<file path="src/rtl/setup_hold_pkg.sv">
// Shared state encoding and default parameters for the latch setup/hold monitor.
package setup_hold_pkg;

    typedef enum logic [1:0] {
        IDLE,
        OPEN,
        HOLD
    } state_e;

    localparam int unsigned DEF_CNT_W       = 8;
    localparam int unsigned DEF_SETUP_MIN   = 4;
    localparam int unsigned DEF_HOLD_MIN    = 4;
    localparam int unsigned DEF_SYNC_STAGES = 2;
    localparam int unsigned DEF_VCNT_W      = 16;

endpackage

</file>
<file path="src/rtl/sync_edge.sv">
// Multi-stage synchronizer for an asynchronous level, followed by a one-flop
// edge detector. prev_o is the synchronized level one cycle before the edge.
module sync_edge #(
    parameter int unsigned STAGES = 2
) (
    input  logic clk_i,
    input  logic rst_i,
    input  logic async_i,
    output logic prev_o,
    output logic rise_o,
    output logic fall_o,
    output logic edge_o
);

    logic [STAGES-1:0] sync_q;
    logic              prev_q;
    logic              level;

    always_ff @(posedge clk_i or posedge rst_i) begin
        if (rst_i) begin
            sync_q <= '0;
            prev_q <= 1'b0;
        end else begin
            sync_q <= {sync_q[STAGES-2:0], async_i};
            prev_q <= sync_q[STAGES-1];
        end
    end

    assign level  = sync_q[STAGES-1];
    assign prev_o = prev_q;
    assign rise_o = level & ~prev_q;
    assign fall_o = ~level & prev_q;
    assign edge_o = level ^ prev_q;

endmodule

</file>
<file path="src/rtl/setup_hold_monitor.sv">
// Measures setup/hold margins of d around each falling edge of g and flags
// margins below SETUP_MIN / HOLD_MIN, counting violating windows.
module setup_hold_monitor
    import setup_hold_pkg::*;
#(
    parameter int unsigned CNT_W       = DEF_CNT_W,
    parameter int unsigned SETUP_MIN   = DEF_SETUP_MIN,
    parameter int unsigned HOLD_MIN    = DEF_HOLD_MIN,
    parameter int unsigned SYNC_STAGES = DEF_SYNC_STAGES,
    parameter int unsigned VCNT_W      = DEF_VCNT_W
) (
    input  logic              clk,
    input  logic              reset,
    input  logic              d,
    input  logic              g,
    output logic              meas_valid,
    output logic [CNT_W-1:0]  setup_cnt,
    output logic [CNT_W-1:0]  hold_cnt,
    output logic              setup_viol,
    output logic              hold_viol,
    output logic              cap_val,
    output logic [VCNT_W-1:0] viol_count
);

    logic d_prev, d_edge, g_rise, g_fall;
    logic unused_d_rise, unused_d_fall, unused_g_prev, unused_g_edge;

    sync_edge #(.STAGES(SYNC_STAGES)) u_d_sync (
        .clk_i   (clk),
        .rst_i   (reset),
        .async_i (d),
        .prev_o  (d_prev),
        .rise_o  (unused_d_rise),
        .fall_o  (unused_d_fall),
        .edge_o  (d_edge)
    );

    sync_edge #(.STAGES(SYNC_STAGES)) u_g_sync (
        .clk_i   (clk),
        .rst_i   (reset),
        .async_i (g),
        .prev_o  (unused_g_prev),
        .rise_o  (g_rise),
        .fall_o  (g_fall),
        .edge_o  (unused_g_edge)
    );

    state_e             state_q, state_d;
    logic [CNT_W-1:0]   setup_run_q, setup_run_d;
    logic [CNT_W-1:0]   setup_lat_q, setup_lat_d;
    logic               cap_lat_q, cap_lat_d;
    logic [CNT_W-1:0]   hold_run_q, hold_run_d;
    logic [CNT_W-1:0]   hold_inc;
    logic               meas_valid_q, meas_valid_d;
    logic [CNT_W-1:0]   setup_cnt_q, setup_cnt_d;
    logic [CNT_W-1:0]   hold_cnt_q, hold_cnt_d;
    logic               setup_viol_q, setup_viol_d;
    logic               hold_viol_q, hold_viol_d;
    logic               cap_val_q, cap_val_d;
    logic [VCNT_W-1:0]  viol_count_q, viol_count_d;
    logic               sv, hv;

    always_comb begin
        // Margin k is the next-cycle count, so a coincident d edge yields 0.
        setup_run_d  = d_edge ? '0 :
                       ((setup_run_q == '1) ? setup_run_q : setup_run_q + CNT_W'(1));
        hold_inc     = (hold_run_q == '1) ? hold_run_q : hold_run_q + CNT_W'(1);
        sv           = setup_lat_q < CNT_W'(SETUP_MIN);
        hv           = hold_inc < CNT_W'(HOLD_MIN);

        state_d      = state_q;
        setup_lat_d  = setup_lat_q;
        cap_lat_d    = cap_lat_q;
        hold_run_d   = hold_run_q;
        meas_valid_d = 1'b0;
        setup_viol_d = 1'b0;
        hold_viol_d  = 1'b0;
        setup_cnt_d  = setup_cnt_q;
        hold_cnt_d   = hold_cnt_q;
        cap_val_d    = cap_val_q;
        viol_count_d = viol_count_q;

        case (state_q)
            IDLE: begin
                if (g_rise) state_d = OPEN;
            end
            OPEN: begin
                if (g_fall) begin
                    setup_lat_d = setup_run_d;
                    cap_lat_d   = d_prev;
                    hold_run_d  = '0;
                    state_d     = HOLD;
                end
            end
            HOLD: begin
                hold_run_d = hold_inc;
                if (d_edge || g_rise || (hold_inc == CNT_W'(HOLD_MIN))) begin
                    meas_valid_d = 1'b1;
                    setup_cnt_d  = setup_lat_q;
                    hold_cnt_d   = hold_inc;
                    cap_val_d    = cap_lat_q;
                    setup_viol_d = sv;
                    hold_viol_d  = hv;
                    if ((sv || hv) && (viol_count_q != '1))
                        viol_count_d = viol_count_q + VCNT_W'(1);
                    state_d = g_rise ? OPEN : IDLE;
                end
            end
            default: state_d = IDLE;
        endcase
    end

    always_ff @(posedge clk or posedge reset) begin
        if (reset) begin
            state_q      <= IDLE;
            setup_run_q  <= '1;
            setup_lat_q  <= '0;
            cap_lat_q    <= 1'b0;
            hold_run_q   <= '0;
            meas_valid_q <= 1'b0;
            setup_cnt_q  <= '0;
            hold_cnt_q   <= '0;
            setup_viol_q <= 1'b0;
            hold_viol_q  <= 1'b0;
            cap_val_q    <= 1'b0;
            viol_count_q <= '0;
        end else begin
            state_q      <= state_d;
            setup_run_q  <= setup_run_d;
            setup_lat_q  <= setup_lat_d;
            cap_lat_q    <= cap_lat_d;
            hold_run_q   <= hold_run_d;
            meas_valid_q <= meas_valid_d;
            setup_cnt_q  <= setup_cnt_d;
            hold_cnt_q   <= hold_cnt_d;
            setup_viol_q <= setup_viol_d;
            hold_viol_q  <= hold_viol_d;
            cap_val_q    <= cap_val_d;
            viol_count_q <= viol_count_d;
        end
    end

    assign meas_valid = meas_valid_q;
    assign setup_cnt  = setup_cnt_q;
    assign hold_cnt   = hold_cnt_q;
    assign setup_viol = setup_viol_q;
    assign hold_viol  = hold_viol_q;
    assign cap_val    = cap_val_q;
    assign viol_count = viol_count_q;

endmodule

</file>
<file path="config.mk">
export PLATFORM = sky130hd
export DESIGN_NAME = setup_hold_monitor
export DESIGN_NICKNAME = d
export VERILOG_FILES = /design/src/rtl/setup_hold_pkg.sv /design/src/rtl/sync_edge.sv /design/src/rtl/setup_hold_monitor.sv
export SDC_FILE = /design/constraint.sdc
export NUM_CORES = 1
export LEC_CHECK = 0
export CORE_MARGIN = 4
export CORE_UTILIZATION = 36
export DETAILED_ROUTE_END_ITERATION = 6
export GPL_TIMING_DRIVEN = 0
export RECOVER_POWER = 50
export SYNTH_ARGS = -nofsm -noshare
export SYNTH_HDL_FRONTEND = slang
export SYNTH_SLANG_ARGS = --single-unit
</file>
<file path="constraint.sdc">
create_clock -name clk -period 7.3 [get_ports clk]
set_input_delay 1.46 -clock clk [delete_from_list [all_inputs] [get_ports clk]]
set_output_delay 1.46 -clock clk [all_outputs]
set_load 0.03 [all_outputs]
</file>
Word-level counts from Yosys, hierarchy flattened

Index checks and enable logic that the tools add are counted.

RAM bits: 0
Logic and storage cells: 62
Memory bits (read-only): 0
Output and inout bits: 36
Memories: 0
Bits in latches: 0
Input port bits: 4
Register bits after elaboration: 69

$add $sub $neg: 3
Bitwise gates (word level): 5
Divide/modulo/power cells: 0
Reduce and logical (&&, ||, !) cells: 11
Muxes and demuxes: 16
$lt $le $gt $ge: 2
Multipliers: 0
Shift-type cells: 0
Equality and inequality tests: 9

Operator list:

| cell                                                       | number |
|---|---|
| 2-to-1 mux 8 bit                                           | 4 |
| adder 16 x 1 -> 16 bit, second input constant              | 1 |
| adder 8 x 1 -> 8 bit, second input constant                | 2 |
| equality test 8 bit, second input constant                 | 2 |
| less-than comparator 8 x 3 -> 1 bit, second input constant | 2 |
| != test 16 bit, second input constant                      | 1 |
| case mux 8 bit (2 select lines)                            | 1 |
| equality test 8 x 3 -> 1 bit, second input constant        | 1 |
| 2-to-1 mux 1 bit                                           | 7 |
| 2-to-1 mux 2 bit                                           | 3 |
| != test 2 bit, second input constant                       | 3 |
| case mux 2 bit (3 select lines)                            | 1 |
| AND reduction 2 bit                                        | 3 |
| AND reduction 3 bit                                        | 2 |
| logical OR 1 bit                                           | 3 |
| AND 1 bit                                                  | 2 |
| equality test 2 x 1 -> 1 bit, second input constant        | 1 |
| equality test 2 bit, second input constant                 | 1 |
| zero test 2 bit                                            | 1 |
| inverter 1 bit                                             | 2 |
| nonzero test 2 bit                                         | 1 |
| logical AND 1 bit                                          | 1 |
| bitwise XOR 1 bit                                          | 1 |

Depth between registers and ports, before layout

Depth after elaboration: 6
Gate-level depth with buffers: 9
Gate-level depth less buffers: 7

Modules after synthesis

From an unflattened synthesis, not the netlist that was laid out.

Cell total of the unflattened synthesis: 298
Area total of the unflattened synthesis: 3299.4 um2

Modules (own cells, without submodules):

| module             | cells each | seq. area each (um2) | area each (um2) | instances |
|---|---|---|---|---|
| setup_hold_monitor | 280        | 1586.5               | 3069.2          | 1 |
| sync_edge          | 9          | 75.1                 | 115.1           | 2 |

Worst setup path before layout

OpenSTA, ideal clock, no wires.

Kind: register to register
Start: register viol_count_q[0], in the netlist viol_count[0]
End: register viol_count_q[1], in the netlist viol_count[1]
Library setup time: 0.125 ns
Buffers on the path: 1
Period minus slack after synthesis: 2.494 ns
Setup slack: 4.806 ns
Arrival time: 2.369 ns
Cell stages (with the launch flop): 9
Required time: 7.175 ns
Cell sequence: dfrtp_1 -> ha_1 -> and3_1 -> and3_1 -> and4_1 -> buf_1 -> nor2_1 -> nand3_2 -> mux2_4

Cells in the longest elaborated chain, start to end: 3
Elaborated cells between the ends (all ways): 4
Those cells by class: add/sub (1); eq/ne (1); reduce/logical (2)

Ends and longest elaborated chain:

| what                                                           | line                      | text |
|---|---|---|
| start: declaration                                             | setup_hold_monitor.sv:60  | `logic [VCNT_W-1:0] viol_count_q, viol_count_d;` |
| start signal: assignment                                       | setup_hold_monitor.sv:139 | `viol_count_q <= viol_count_d;` |
| branches (longest 3 deep; another with adder 16 x 1 -> 16 bit) | n/a                       |  |

Parallel ways; which one is timed is not known.
A chain may end at the register's enable or synchronous reset.

==> reports/summary.txt <==
Antenna cells: 0
MaxCap Viol Count: 1
Final net count: 361
Crit path max fanout: 69
Most frequent cells in the layout: dfrtp_1, clkdlybuf4s50_1, nor2_1
Peak supply drop: 107 uV
Failing checks: capacitance limit, slew limit
Delay-heaviest family, CP: buffers and inverters
Vias in the first global route: 2472
Clk_lat worst skew: 0.36 ns
Cts bufs inserted: 9
CP arrival: 3.69 ns
Leak Pwr: 1.76 nW
Tmin final: 3.71 ns
Crit path buffers/inverters: 2
Design area: 4040 um^2
Post-synthesis xor/xnor area fraction: 0.0623
Initial core utilization: 0.367
Unrepaired setup endpoints after global routing: false
Ys async rst share: 1.00
# setup viols final: 0
Clock root buffer: clkbuf_8
Layout cells sized above 1: 0.159
Max incr delay on CP: 1.67 ns
Drt wl/cell: 15.0 um
Mux share of post-synthesis cell area: 0.0798
Synth cell types: 49
Routability congestion estimate: 0.855
Fin Clk Skew: 0.0122 ns
Cell area after synthesis: 3370 um^2
Syn Area/Cell: 11.1 um^2
Syn_nets: 311
CTS tree: built
Post-CTS Setup Repair Bufs: 0
Crit start category: primary input
Critical path endpoint category: asynchronous set/reset pin
Die height: 105 um
Cell count after synthesis: 304
Max clock buf depth: 2
H-tree Lvls: 3
Chip width: 105 um
Number of DRC markers in iteration 0: 124
Most common cell after layout, fill and taps aside: dfrtp_1
Worst setup margin: 3.59 ns
Buffers on Ports: 39
Synthesis-to-finish area growth: 19.8%
Outcome: finished with violations
Gr usage total: 0.137
Drt via density: 5.23
Post-route ant nets: 0
Setup_tns: 0 ns
Post-synth EDFFs: 0
Hold Vio Cnt, Final: 0
I/O Pins: 40
Initial antenna violation count: 0
Critical-path cell list: dlygate4sd3_1, clkinvlp_2
CORE AREA: 9200 um^2
CP max stage cell: clkinvlp_2
Peak Freq: 0.270 GHz
GRT Residual Overflow: 0
Largest family of logic cells by synthesized area: simple AND/OR/NAND/NOR gates
DRC viols: 0
Post-synthesis adder-cell area fraction: 0.0111
Dominant synthesized flop cell: dfrtp_1
Die area: 11000 um^2
Vias: 2456
WHS: 0.347 ns
Row count: 35
CTS sink cnt: 69
Kind of critical path: primary input to asynchronous set/reset pin
Post-CTS resize count: 0
Rel. slew slack: -0.969
Synth Register Bits: 69
Dpl cell area: 3900 um^2
Final HPWL DP: 4930 um
Synth Warn #: 0
Worst-path clk slew: 0.07 ns
Complex-gate fraction of the synthesized area: 0.0987
Drt total wl: 7060 um
Post-Synth Simple-Gate Area: 0.196
Final period utilization: 0.508
Max Transition Viols Final: 70
Pre-Repair DR Iteration Count: 7
Hold_buf cts: 0
DP Worst Slack: 4.53 ns
Critical path required time: 7.29 ns
Worst-margin pin slew: 2.94 ns
PD cells: 244 nW/um^2
Hold crit path type: flop to flop
First-pass GRT wire length: 12100 um
Sequential element share of the synthesized area: 0.515
Largest net degree at the start of global routing: 70
==> routing by layer <==
layer | vias up | share of wire | global-route usage
li1 | 1199 | - | -
met4 | 0 | 0.019 | 0.0544
met2 | 52 | 0.48 | 0.214
met1 | 1194 | 0.46 | 0.180
met5 | - | 0 | 0
met3 | 11 | 0.048 | 0.0401
==> cell usage after synthesis (2+ instances only) <==
cell type,count,area [um^2]
a21oi_1,5,25.0
clkbuf_1,6,22.5
nor2b_1,3,18.8
mux2_2,11,124
nand2_1,19,71.3
xor2_1,7,61.3
dfrtp_1,61,1530
o21ai_0,7,35.0
nand3_1,23,115
nand4_1,11,68.8
nor4_1,7,43.8
nor3_1,9,45.0
nand3_2,2,20.0
buf_2,3,15.0
inv_1,7,26.3
and4_1,2,17.5
buf_1,2,7.51
o31ai_1,10,75.1
xnor2_1,17,149
buf_4,3,22.5
nor2_1,27,101
ha_1,3,37.5
o32ai_2,2,32.5
dfstp_2,8,210
a31oi_1,3,18.8
and3_1,8,50.1
nand2b_1,6,37.5
mux2_4,9,135
nand4_2,3,37.5
==> logic make-up after synthesis <==
kind of cell             count (synthesis)
flip-flops                              69
multiplexers                            21
AO/OA/AOI/OAI                           41
AND/OR/NAND/NOR                        123
buffers and inverters                   23
adder cells (fa/ha/maj)                  3
XOR/XNOR                                24
==> report_power, final <==
| group | internal (W) | switching [W] | total [W] |
|---|---|---|---|
| Combinational | 0.000113 | 0.000146 | 0.000259 |
| Clock | 0.000122 | 0.000140 | 0.000262 |
| Sequential | 0.000431 | 0.0000346 | 0.000466 |
| Total | 0.000666 | 0.000320 | 0.000986 |
==> final timing paths <==
path / start / to / slack [ns] / depth (start not counted)
min in group asynchronous: reset / viol_count[4]$_DFFE_PP0P_ / 2.40 / 2
worst min-delay path: u_d_sync.sync_q[0]$_DFF_PP0_ / u_d_sync.sync_q[1]$_DFF_PP0_ / 0.35 / 0
worst max-delay path: reset / state_q[1]$_DFFE_PP0P_ / 3.59 / 2
worst min register to register: u_d_sync.sync_q[0]$_DFF_PP0_ / u_d_sync.sync_q[1]$_DFF_PP0_ / 0.35 / 0
max in group clk: hold_run_q[1]$_DFFE_PP0P_ / hold_cnt[2]$_DFFE_PP0P_ / 4.31 / 9
worst max register to register: hold_run_q[1]$_DFFE_PP0P_ / hold_cnt[2]$_DFFE_PP0P_ / 4.31 / 9
==> metrics by stage <==
step                instances  utilization  power, W
detailed placement        454        0.424  0.000736
floorplan                 304            -  0.000645
finish                    470        0.439  0.000986
CTS                       470        0.441  0.000999
global route              470        0.439   0.00105
global placement          454        0.424  0.000732
==> state kept, by name (all words and copies together), names as in the netlist <==
register         cells
setup_cnt            8
u_g_sync.prev_o      1
setup_viol           1
hold_viol            1
setup_lat_q          8
u_d_sync.prev_o      1
u_g_sync.sync_q      2
hold_run_q           8
state_q              2
cap_lat_q            1
meas_valid           1
u_d_sync.sync_q      2
setup_run_q          8
hold_cnt             8
cap_val              1
viol_count          16
==> final cells by class <==
type                       count  area, um^2
clock buffer                  13         139
multi-input combinational    212        1500
inverter                       7        27.5
fill                         893        5160
timing repair buffer          39         390
sequential                    69        1740
clock inverter                 3        15.0
buffer                        16        95.1
tap                          111         139
Power figures use the tool's default switching activity.
